===== config.mk =====
export PLATFORM = sky130hd
export DESIGN_NAME = bus_responder
export DESIGN_NICKNAME = d
export VERILOG_FILES = /design/src/rtl/bus_responder_pkg.sv /design/src/rtl/responder_timer.sv /design/src/rtl/bus_responder.sv
export SDC_FILE = /design/constraint.sdc
export NUM_CORES = 1
export LEC_CHECK = 0
export ABC_AREA = 1
export BUFFER_PORTS_ARGS = -buffer_cell sky130_fd_sc_hd__buf_2
export CORE_MARGIN = 2
export CORE_UTILIZATION = 55
export CTS_CLUSTER_SIZE = 14
export DETAILED_ROUTE_END_ITERATION = 10
export PLACE_DENSITY = 0.75
export SLEW_MARGIN = 40
export SYNTH_ARGS = -nofsm -noshare
export SYNTH_HDL_FRONTEND = slang
export SYNTH_SLANG_ARGS = --single-unit

===== constraint.sdc =====
create_clock -name clk -period 2.5 [get_ports clk]
set_clock_uncertainty 0.2 [all_clocks]
set_input_delay 0.5 -clock clk [delete_from_list [all_inputs] [get_ports clk]]
set_output_delay 0.5 -clock clk [all_outputs]
set_load 0.02 [all_outputs]

===== src/rtl/bus_responder_pkg.sv =====
// Shared definitions for the CPU bus responder: register offsets inside the
// 8-byte window, CTRL bit positions and the read-stall FSM state type.
package bus_responder_pkg;

  localparam logic [2:0] REG_SCRATCH0  = 3'd0;
  localparam logic [2:0] REG_SCRATCH1  = 3'd1;
  localparam logic [2:0] REG_RELOAD_LO = 3'd2;
  localparam logic [2:0] REG_RELOAD_HI = 3'd3;
  localparam logic [2:0] REG_CTRL      = 3'd4;
  localparam logic [2:0] REG_STATUS    = 3'd5;
  localparam logic [2:0] REG_COUNT_LO  = 3'd6;
  localparam logic [2:0] REG_COUNT_HI  = 3'd7;

  localparam int CTRL_TEN    = 0;
  localparam int CTRL_IRQEN  = 1;
  localparam int CTRL_NMIEN  = 2;
  localparam int CTRL_WS_LSB = 4;
  localparam int CTRL_WS_MSB = 6;

  typedef enum logic {RSP_IDLE, RSP_WAIT} rsp_state_t;

endpackage


===== src/rtl/responder_timer.sv =====
// 16-bit reload down-counter with sticky expired flag and a one-cycle NMI
// pulse that follows each expiry when NMI is enabled.
module responder_timer (
  input  logic        clk,
  input  logic        nrst,
  input  logic        ten,
  input  logic        nmien,
  input  logic        load,
  input  logic [15:0] load_value,
  input  logic [15:0] reload_value,
  input  logic        clear,
  output logic [15:0] count,
  output logic        expired,
  output logic        nmi
);

  logic [15:0] count_q, count_d;
  logic        expired_q, expired_d;
  logic        nmi_q, nmi_d;
  logic        expire;

  // Next-state: an explicit load beats counting, and an expiry beats a clear.
  always_comb begin
    count_d   = count_q;
    expired_d = expired_q;
    expire    = 1'b0;
    if (load) begin
      count_d = load_value;
    end else if (ten) begin
      if (count_q == 16'd0) begin
        count_d = reload_value;
        expire  = 1'b1;
      end else begin
        count_d = count_q - 16'd1;
      end
    end
    if (expire) begin
      expired_d = 1'b1;
    end else if (clear) begin
      expired_d = 1'b0;
    end
    nmi_d = expire & nmien;
  end

  // Timer state registers.
  always_ff @(posedge clk or negedge nrst) begin
    if (!nrst) begin
      count_q   <= 16'd0;
      expired_q <= 1'b0;
      nmi_q     <= 1'b0;
    end else begin
      count_q   <= count_d;
      expired_q <= expired_d;
      nmi_q     <= nmi_d;
    end
  end

  assign count   = count_q;
  assign expired = expired_q;
  assign nmi     = nmi_q;

endmodule


===== src/rtl/bus_responder.sv =====
// CPU bus target: address decode, register window, read wait-state FSM and
// read data mux. The timer lives in responder_timer.
module bus_responder
  import bus_responder_pkg::*;
#(
  parameter logic [15:0] BASE_ADDR    = 16'hD000,
  parameter logic [2:0]  DEFAULT_WAIT = 3'd2
) (
  input  logic       clk,
  input  logic       nrst,
  input  logic [7:0] AddressBusHigh,
  input  logic [7:0] AddressBusLow,
  input  logic       readNotWrite,
  input  logic [7:0] cpuWriteData,
  output logic [7:0] dataBusInput,
  output logic       ready,
  output logic       hit,
  output logic       interruptRequest,
  output logic       nonMaskableInterrupt
);

  logic [2:0]  offset;
  logic        rd_req, wr_en;
  logic [7:0]  scratch0_q, scratch0_d, scratch1_q, scratch1_d;
  logic [7:0]  reload_lo_q, reload_lo_d, reload_hi_q, reload_hi_d;
  logic [7:0]  shadow_q, shadow_d;
  logic        ten_q, ten_d, irqen_q, irqen_d, nmien_q, nmien_d;
  logic [2:0]  ws_q, ws_d;
  logic [2:0]  cnt_q, cnt_d;
  rsp_state_t  state_q, state_d;
  logic        ready_fsm, rd_done;
  logic        timer_load, status_clear;
  logic [15:0] count;
  logic        expired;
  logic [7:0]  rdata;

  assign offset = AddressBusLow[2:0];
  assign hit    = ({AddressBusHigh, AddressBusLow[7:3]} == BASE_ADDR[15:3]);
  assign rd_req = hit & readNotWrite;
  assign wr_en  = hit & ~readNotWrite;

  // Read stall FSM; ready is Mealy because the stall must show in the first cycle.
  always_comb begin
    state_d   = state_q;
    cnt_d     = cnt_q;
    ready_fsm = 1'b1;
    rd_done   = 1'b0;
    case (state_q)
      RSP_IDLE: begin
        if (rd_req) begin
          if (ws_q != 3'd0) begin
            ready_fsm = 1'b0;
            cnt_d     = ws_q - 3'd1;
            state_d   = RSP_WAIT;
          end else begin
            rd_done = 1'b1;
          end
        end
      end
      RSP_WAIT: begin
        if (!rd_req) begin
          state_d = RSP_IDLE;
        end else if (cnt_q != 3'd0) begin
          ready_fsm = 1'b0;
          cnt_d     = cnt_q - 3'd1;
        end else begin
          state_d = RSP_IDLE;
          rd_done = 1'b1;
        end
      end
      default: state_d = RSP_IDLE;
    endcase
  end

  // FSM state and wait counter.
  always_ff @(posedge clk or negedge nrst) begin
    if (!nrst) begin
      state_q <= RSP_IDLE;
      cnt_q   <= 3'd0;
    end else begin
      state_q <= state_d;
      cnt_q   <= cnt_d;
    end
  end

  // While reset is held the CPU must never see a stall.
  assign ready = ready_fsm | ~nrst;

  // Register file writes plus the COUNT_LO shadow latch on a completed read.
  always_comb begin
    scratch0_d   = scratch0_q;
    scratch1_d   = scratch1_q;
    reload_lo_d  = reload_lo_q;
    reload_hi_d  = reload_hi_q;
    ten_d        = ten_q;
    irqen_d      = irqen_q;
    nmien_d      = nmien_q;
    ws_d         = ws_q;
    shadow_d     = shadow_q;
    timer_load   = 1'b0;
    status_clear = 1'b0;
    if (wr_en) begin
      case (offset)
        REG_SCRATCH0:  scratch0_d = cpuWriteData;
        REG_SCRATCH1:  scratch1_d = cpuWriteData;
        REG_RELOAD_LO: reload_lo_d = cpuWriteData;
        REG_RELOAD_HI: begin
          reload_hi_d = cpuWriteData;
          timer_load  = 1'b1;
        end
        REG_CTRL: begin
          ten_d   = cpuWriteData[CTRL_TEN];
          irqen_d = cpuWriteData[CTRL_IRQEN];
          nmien_d = cpuWriteData[CTRL_NMIEN];
          ws_d    = cpuWriteData[CTRL_WS_MSB:CTRL_WS_LSB];
        end
        REG_STATUS:    status_clear = cpuWriteData[0];
        default: ;
      endcase
    end
    if (rd_done && (offset == REG_COUNT_LO)) begin
      shadow_d = count[15:8];
    end
  end

  // Register file flops.
  always_ff @(posedge clk or negedge nrst) begin
    if (!nrst) begin
      scratch0_q  <= 8'h00;
      scratch1_q  <= 8'h00;
      reload_lo_q <= 8'h00;
      reload_hi_q <= 8'h00;
      ten_q       <= 1'b0;
      irqen_q     <= 1'b0;
      nmien_q     <= 1'b0;
      ws_q        <= DEFAULT_WAIT;
      shadow_q    <= 8'h00;
    end else begin
      scratch0_q  <= scratch0_d;
      scratch1_q  <= scratch1_d;
      reload_lo_q <= reload_lo_d;
      reload_hi_q <= reload_hi_d;
      ten_q       <= ten_d;
      irqen_q     <= irqen_d;
      nmien_q     <= nmien_d;
      ws_q        <= ws_d;
      shadow_q    <= shadow_d;
    end
  end

  responder_timer u_timer (
    .clk          (clk),
    .nrst         (nrst),
    .ten          (ten_q),
    .nmien        (nmien_q),
    .load         (timer_load),
    .load_value   ({cpuWriteData, reload_lo_q}),
    .reload_value ({reload_hi_q, reload_lo_q}),
    .clear        (status_clear),
    .count        (count),
    .expired      (expired),
    .nmi          (nonMaskableInterrupt)
  );

  // Read data mux; unused CTRL/STATUS bits read as zero.
  always_comb begin
    rdata = 8'h00;
    case (offset)
      REG_SCRATCH0:  rdata = scratch0_q;
      REG_SCRATCH1:  rdata = scratch1_q;
      REG_RELOAD_LO: rdata = reload_lo_q;
      REG_RELOAD_HI: rdata = reload_hi_q;
      REG_CTRL:      rdata = {1'b0, ws_q, 1'b0, nmien_q, irqen_q, ten_q};
      REG_STATUS:    rdata = {7'd0, expired};
      REG_COUNT_LO:  rdata = count[7:0];
      REG_COUNT_HI:  rdata = shadow_q;
      default:       rdata = 8'h00;
    endcase
  end

  assign dataBusInput     = rd_req ? rdata : 8'h00;
  assign interruptRequest = expired & irqen_q;

endmodule

==> results of run 1 <==
==> logic make-up after synthesis <==
logic type	after synthesis
AOI/OAI and AO/OA	78
xor gates and xnor gates	2
adders and majority gates	3
buffers and inverters	78
DFF	68
and+or+nand+nor	364
==> synthesized netlist by cell type, types with 2 or more instances <==
cell type	count
dfrtp_1	67
clkinv_1	2
o21ai_2	11
inv_2	5
nand2_1	217
buf_2	4
nor3_4	2
o21ai_1	19
nand2_2	5
o21ai_0	33
or2_2	2
nor2_4	3
buf_6	5
o2111ai_1	2
inv_1	59
nand4_1	12
xor2_1	2
nor2_2	5
a211oi_1	2
nand3_1	56
nor3_2	2
a21oi_1	8
ha_1	3
nor2_1	49
nand3_2	3
nand2_4	3
==> report_power, final <==
group | switching (W) | total [W] | internal, W
Combinational | 0.0000958 | 0.000132 | 0.0000363
Sequential | 0.000000654 | 0.00110 | 0.00110
Clock | 0.000460 | 0.00103 | 0.000566
==> cell type report <==
class | instances | area share
flip-flops and latches | 68 | 0.360
well taps | 99 | 0.0262
clock inverters | 7 | 0.0209
inverters | 66 | 0.0524
multi-input cells | 447 | 0.453
repair buffers | 50 | 0.0614
clock buffers | 9 | 0.0262
==> what timing repair did <==
item | CTS | global route
endpoints found under the hold margin | 0 | 0
setup endpoints to repair | 0 | 8
resized for setup | 0 | 4
==> sequential cells by signal (all words and copies together), names as in the netlist <==
register / cells
u_timer.count: 16
reload_hi_q: 8
reload_lo_q: 8
scratch0_q: 8
scratch1_q: 8
shadow_q: 8
cnt_q: 3
ws_q: 3
irqen_q: 1
nmien_q: 1
state_q: 1
ten_q: 1
u_timer.expired: 1
u_timer.nmi: 1
==> critical path, stage by stage <==
cell	delay, ns
buf_2	0.10
nor2_2	0.15
nand3_2	0.15
nor3_2	0.20
buf_6	0.17
o21ai_0	0.09
a21oi_1	0.13
buf_2	0.18
==> stage by stage <==
step / std cells / hold WS (ns)
4_1_cts: 746 / 0.0876
6_report: 746 / 0.0713
3_3_place_gp: 730 / 0.258
3_5_place_dp: 730 / 0.264
5_1_grt: 746 / 0.108
2_1_floorplan: 593 / 0.00441
==> layer usage <==
layer  vias up  routed length, microns  GRT usage
li1       2011                       -          -
met2       171                    5350      0.462
met4         0                     389      0.121
met1      1913                    5190      0.409
met3        33                     681     0.0523
met5         -                       0          0
==> worst paths after layout <==
check,endpoint,slack (ns)
hold / removal,cnt_q[1]$_DFFE_PN0P_,0.07
setup / recovery,dataBusInput[7],0.12
setup reg to reg,u_timer.count[7]$_DFFE_PN0P_,0.49
max in group asynchronous,scratch1_q[4]$_DFFE_PN0P_,1.60
min in group clk,reload_hi_q[7]$_DFFE_PN0P_,0.19
hold reg to reg,scratch0_q[6]$_DFFE_PN0P_,0.28
==> layout by cell type (no fill, tap or decap), types with 5 or more instances in the layout <==
cell type / n
clkbuf_8: 9
nor2_2: 6
inv_1: 59
nand2_2: 5
dfrtp_1: 67
buf_2: 37
nand4_1: 12
nand3_1: 56
inv_2: 6
nand2_1: 217
a21oi_1: 8
o21ai_0: 33
o21ai_2: 11
nor2_1: 48
o21ai_1: 19
buf_4: 11
==> run_results.csv, run 1 <==
group,metric,value,unit
floorplanning,core_area,7290,sq um
place,dp_slack,0.0601,ns
critical_path,start_kind,"input port",
floorplanning,start_util,0.573,
run_status,status,"finished clean",
critical_path,r2r_start,"u_timer.count[2]$_DFFE_PN0P_",
routing,antenna_left,0,
clock_network,cts_tree,"yes",
global_route,globalRouteOverflowTotal,0,
sta,finalHoldViolations,0,
synth,synth_cell_types,38,
critical_path,cp.arrival,1.68,ns
pwr,total_power,0.00226,W
routing,drc,0,
critical_path,endpoint_kind,"primary output",
place,dp_hpwl,8890,microns
critical_path,ff2ff_path_depth,8,
pwr,peakVddDrop,0.301,mV
sta,min_period,2.38,ns
global_route,grt_pass1_vias,3852,
synth,yosys.area.top_type,"dfrtp_1",
min_path,hp-class,"input port to asynchronous set/reset pin",
synth,synthFlopType,"dfrtp_1",
clock_network,ctsLongestPathBuffers,2,
sta,worstMarginPinSlew,0.631,ns
synth,synth-simple-area-share,0.390,
clock_network,cts_made_buffers,9,
final_layout,fill_cells,695,
routing,vias,4128,
clock_network,clkSlewWorstSetupHoldPaths,0.08,ns
sta,fin_ws,0.120,ns
final_layout,n_antenna_cell,0,
final_layout,seqCellArea,1700,sq um
routing,drt-pass1-iter-count,5,
synth,synthCells,593,
clock_network,cts.htree.levels,3,
global_route,grt_pass1_wl,19100,microns
final_layout,multiInputGateArea,2140,sq um
synth,ys_ff_latch,68,
floorplanning,ios,39,
sta,slew_headroom,0.579,
sta,finalCritPeriodShare,0.952,
sta,rsz0062_at_grt,"false",
synth,synth_top_area_frac,0.401,
synth,synthAdderAreaFrac,0.00898,
synth,ys_seq_area_frac,0.407,
critical_path,critPathMaxFanout,11,
clock_network,root_buffer,"clkbuf_8",
critical_path,critPathRequiredTime,1.80,ns
sta,clock.fmax,420,MHz
routing,wire_per_inst,15.6,microns
final_layout,nNetsFinal,672,
synth,synthMuxAreaShare,0,
synth,ys_warn_count,0,
clock_network,holdBufCountCts,0,
run,drv_cap,0,
synth,synth_edf_count,0,
synth,synth_compound_area_frac,0.108,
synth,async_flop_share,1.00,
pwr,powerDensity,478,nW/um^2
final_layout,final_core_util,0.648,
sta,slew_viol_final,0,
synth,synth_xor_area_frac,0.00419,
clock_network,clk_latency,0.35,ns
floorplanning,fp.dieW,91.2,microns
place,numPortBuffers,38,
synth,synth_top_family_by_area,"simple AND/OR/NAND/NOR gates",
floorplanning,die_height,91.2,microns
global_route,grt_max_degree,69,
place,place.gp.congestion,0.932,
routing,drtIter0Drc,431,
global_route,antenna_found_initial,0,
synth,synthTopCellsByArea,"dfrtp_1 (40%), nand2_1 (19%), nand3_1 (6.7%)",
sta,finalSetupTns,0,ns
critical_path,worstSetupPathType,"input port to primary output",
place,dpl_cell_area,4500,sq um
floorplanning,rows,31,
pwr,p_leak,2.54,nW
synth,synth_fp_nets,623,
floorplanning,die-area,8320,sq um
synth,synth_area,4180,sq um
final_layout,areaGrowthSynthToFinish,13.1,%
critical_path,crit_start,"AddressBusHigh[0]",
sta,setup_viol,0,
global_route,grt.total_usage,0.296,
synth,syn-mean-instance-area,7.05,sq um
routing,viasPerCell,5.53,
clock_network,clock_sinks,68,
clock_network,post-cts-setup-buffers,0,
final_layout,fin_area,4730,sq um
final_layout,layout-drive-gt1-share,0.173,
routing,routed_wl,11600,microns
Note: power is estimated with default switching activity, not from simulation.
==> run 2, diff against run 1 <==
ABC_AREA = 0   (was 1)
==> run_results.csv, run 2 <==
group,metric,value,unit
run_status,status,"complete, but fails checks",
run_status,failed_checks,"setup timing",
sta,slew_viol_final,0,
floorplanning,ios,39,
critical_path,crit_start,"AddressBusHigh[0]",
critical_path,crit_path_cell_trace,"buf_2 > or4_4 > or4_4 > or3_4 > buf_6 > a21oi_2 > buf_4",
critical_path,critPathMaxFanout,5,
synth,synth_top_family_by_area,"simple AND/OR/NAND/NOR gates",
synth,synth_cell_types,62,
run,drv_cap,0,
floorplanning,rows,30,
routing,drt-pass1-iter-count,5,
synth,ys_warn_count,0,
floorplanning,core_area,6790,sq um
critical_path,r2r_start,"ws_q[2]$_DFFE_PN0P_",
routing,drc,0,
synth,synth-simple-area-share,0.209,
critical_path,cp_common_cell,"or4_4",
global_route,grt_pass1_wl,17500,microns
clock_network,cts_made_buffers,9,
synth,synth_compound_area_frac,0.117,
synth,synth_edf_count,0,
final_layout,layout-drive-gt1-share,0.365,
final_layout,fill_cells,475,
place,place.gp.congestion,0.942,
final_layout,largest_reg_flops,16,
synth,syn-mean-instance-area,10.0,sq um
final_layout,n_antenna_cell,0,
final_layout,seqCellArea,1700,sq um
floorplanning,die-area,7730,sq um
place,dp_hpwl,7470,microns
clock_network,cts.htree.levels,3,
synth,synth_area,3870,sq um
pwr,total_power,0.00239,W
clock_network,clk_latency,0.35,ns
synth,yosys.area.top_type,"dfrtp_1",
critical_path,slowest_stage,"or4_4",
floorplanning,die_height,87.9,microns
final_layout,multiInputGateArea,2190,sq um
clock_network,root_buffer,"clkbuf_8",
global_route,grt_max_degree,69,
synth,synthMuxAreaShare,0.184,
clock_network,clock_sinks,68,
synth,synth_common_cells,"dfrtp_1 (67), nand2_1 (45), nor2_1 (31)",
final_layout,final_cell_mix,"dfrtp_1 (67), buf_4 (55), nand2_1 (44)",
sta,rsz0062_at_grt,"true",
sta,worstMarginPinSlew,0.617,ns
floorplanning,fp.dieW,87.9,microns
critical_path,worstSetupPathType,"input port to primary output",
global_route,globalRouteOverflowTotal,0,
sta,fin_ws,-0.622,ns
synth,synthCells,387,
sta,finalHoldViolations,0,
critical_path,critPathRequiredTime,1.80,ns
routing,routed_wl,11100,microns
synth,ys_seq_area_frac,0.440,
routing,wire_per_inst,19.5,microns
critical_path,endpoint_kind,"primary output",
pwr,powerDensity,476,nW/um^2
min_path,hp-class,"input port to asynchronous set/reset pin",
final_layout,instances_no_fill,570,
global_route,grt_pass1_vias,3371,
sta,clock.fmax,320,MHz
final_layout,areaGrowthSynthToFinish,29.8,%
clock_network,cts_tree,"yes",
synth,yosysMostFrequentCell,"dfrtp_1",
sta,min_period,3.12,ns
place,numPortBuffers,38,
synth,synthAdderAreaFrac,0.00969,
critical_path,crit_path_max_incr_delay,0.54,ns
critical_path,cp.arrival,2.42,ns
sta,finalCritPeriodShare,1.25,
sta,slew_headroom,0.587,
synth,ys_ff_latch,68,
synth,synthTopCellsByArea,"dfrtp_1 (43%), mux2_2 (8.4%), mux2_1 (4.7%)",
synth,async_flop_share,1.00,
synth,synth_top_area_frac,0.433,
critical_path,start_kind,"input port",
global_route,antenna_found_initial,0,
clock_network,clkSlewWorstSetupHoldPaths,0.07,ns
synth,synth_xor_area_frac,0.00679,
clock_network,ctsLongestPathBuffers,2,
pwr,peakVddDrop,0.339,mV
routing,antenna_left,0,
routing,vias,3520,
place,place_inst,547,
final_layout,nNetsFinal,499,
routing,viasPerCell,6.18,
synth,synth_fp_nets,417,
global_route,grt.total_usage,0.303,
sta,setup_viol,22,
final_layout,final_common_cell,"dfrtp_1",
synth,synthFlopType,"dfrtp_1",
floorplanning,start_util,0.570,
pwr,p_leak,2.36,nW
routing,drtIter0Drc,343,
-- run 2: stage by stage --
stage | instance area [sq um] | hold slack [ns] | setup slack, ns | setup TNS, ns | util
global route | 5030 | 0.175 | -0.658 | -8.34 | 0.740
CTS | 4950 | 0.146 | -0.581 | -5.61 | 0.729
floorplan | 3970 | 0.00441 | -0.685 | -8.18 | -
finish | 5030 | 0.128 | -0.622 | -7.80 | 0.740
global placement | 4560 | 0.267 | -0.782 | -19.51 | 0.672
detailed placement | 4570 | 0.279 | -0.836 | -22.02 | 0.672
-- run 2: power breakdown --
part	total, W	switching, W	internal [W]
clock	0.00113	0.000441	0.000690
combinational	0.000159	0.0000973	0.0000619
sequential	0.00110	0.00000131	0.00110
total	0.00239	0.000540	0.00185
-- run 2: worst paths after layout --
check | to | slack (ns) | cells after the start
setup / recovery | dataBusInput[7] | -0.62 | 7
hold / removal | reload_lo_q[2]$_DFFE_PN0P_ | 0.13 | 2
setup reg to reg | shadow_q[1]$_DFFE_PN0P_ | 0.08 | 6
hold reg to reg | shadow_q[3]$_DFFE_PN0P_ | 0.29 | 1
max in group asynchronous | u_timer.count[0]$_DFFE_PN0P_ | 1.55 | 2
min in group clk | reload_hi_q[7]$_DFFE_PN0P_ | 0.25 | 3
-- run 2: critical path: cells and delay by family --
family                 cells  cell delay (ns)
AOI/OAI and AO/OA          1             0.12
buffers and inverters      3             0.41
and+or+nand+nor            3             1.38
-- run 2: what timing repair did --
item / CTS / global route
resized for setup: 24 / 16
hold buffers: 0 / 0
setup buffers: 4 / 3
cloned: 1 / 0
endpoints found under the setup margin: 21 / 24
pin swaps: 8 / 5
-- run 2: per-layer routing --
layer | part of all wire | vias up | GRT usage
met4 | 0.025 | 0 | 0.141
met2 | 0.48 | 168 | 0.466
met1 | 0.42 | 1746 | 0.419
li1 | - | 1581 | -
met5 | 0 | - | 0
met3 | 0.073 | 25 | 0.0566
-- run 2: logic make-up after synthesis --
group	after synthesis
XOR/XNOR	3
adder cells (fa/ha/maj)	3
flip-flops	68
AND/OR/NAND/NOR	149
buffers and inverters	32
AO/OA/AOI/OAI	70
multiplexers	62
-- run 2: area by class of cell --
| class | instances | area share |
|---|---|---|
| Timing Repair Buffer | 97 | 0.147 |
| Sequential cell | 68 | 0.339 |
| Tap cell | 96 | 0.0239 |
| Inverter | 6 | 0.00448 |
| Clock buffer | 10 | 0.0274 |
| Clock inverter | 6 | 0.0222 |
| Multi-Input combinational cell | 287 | 0.436 |
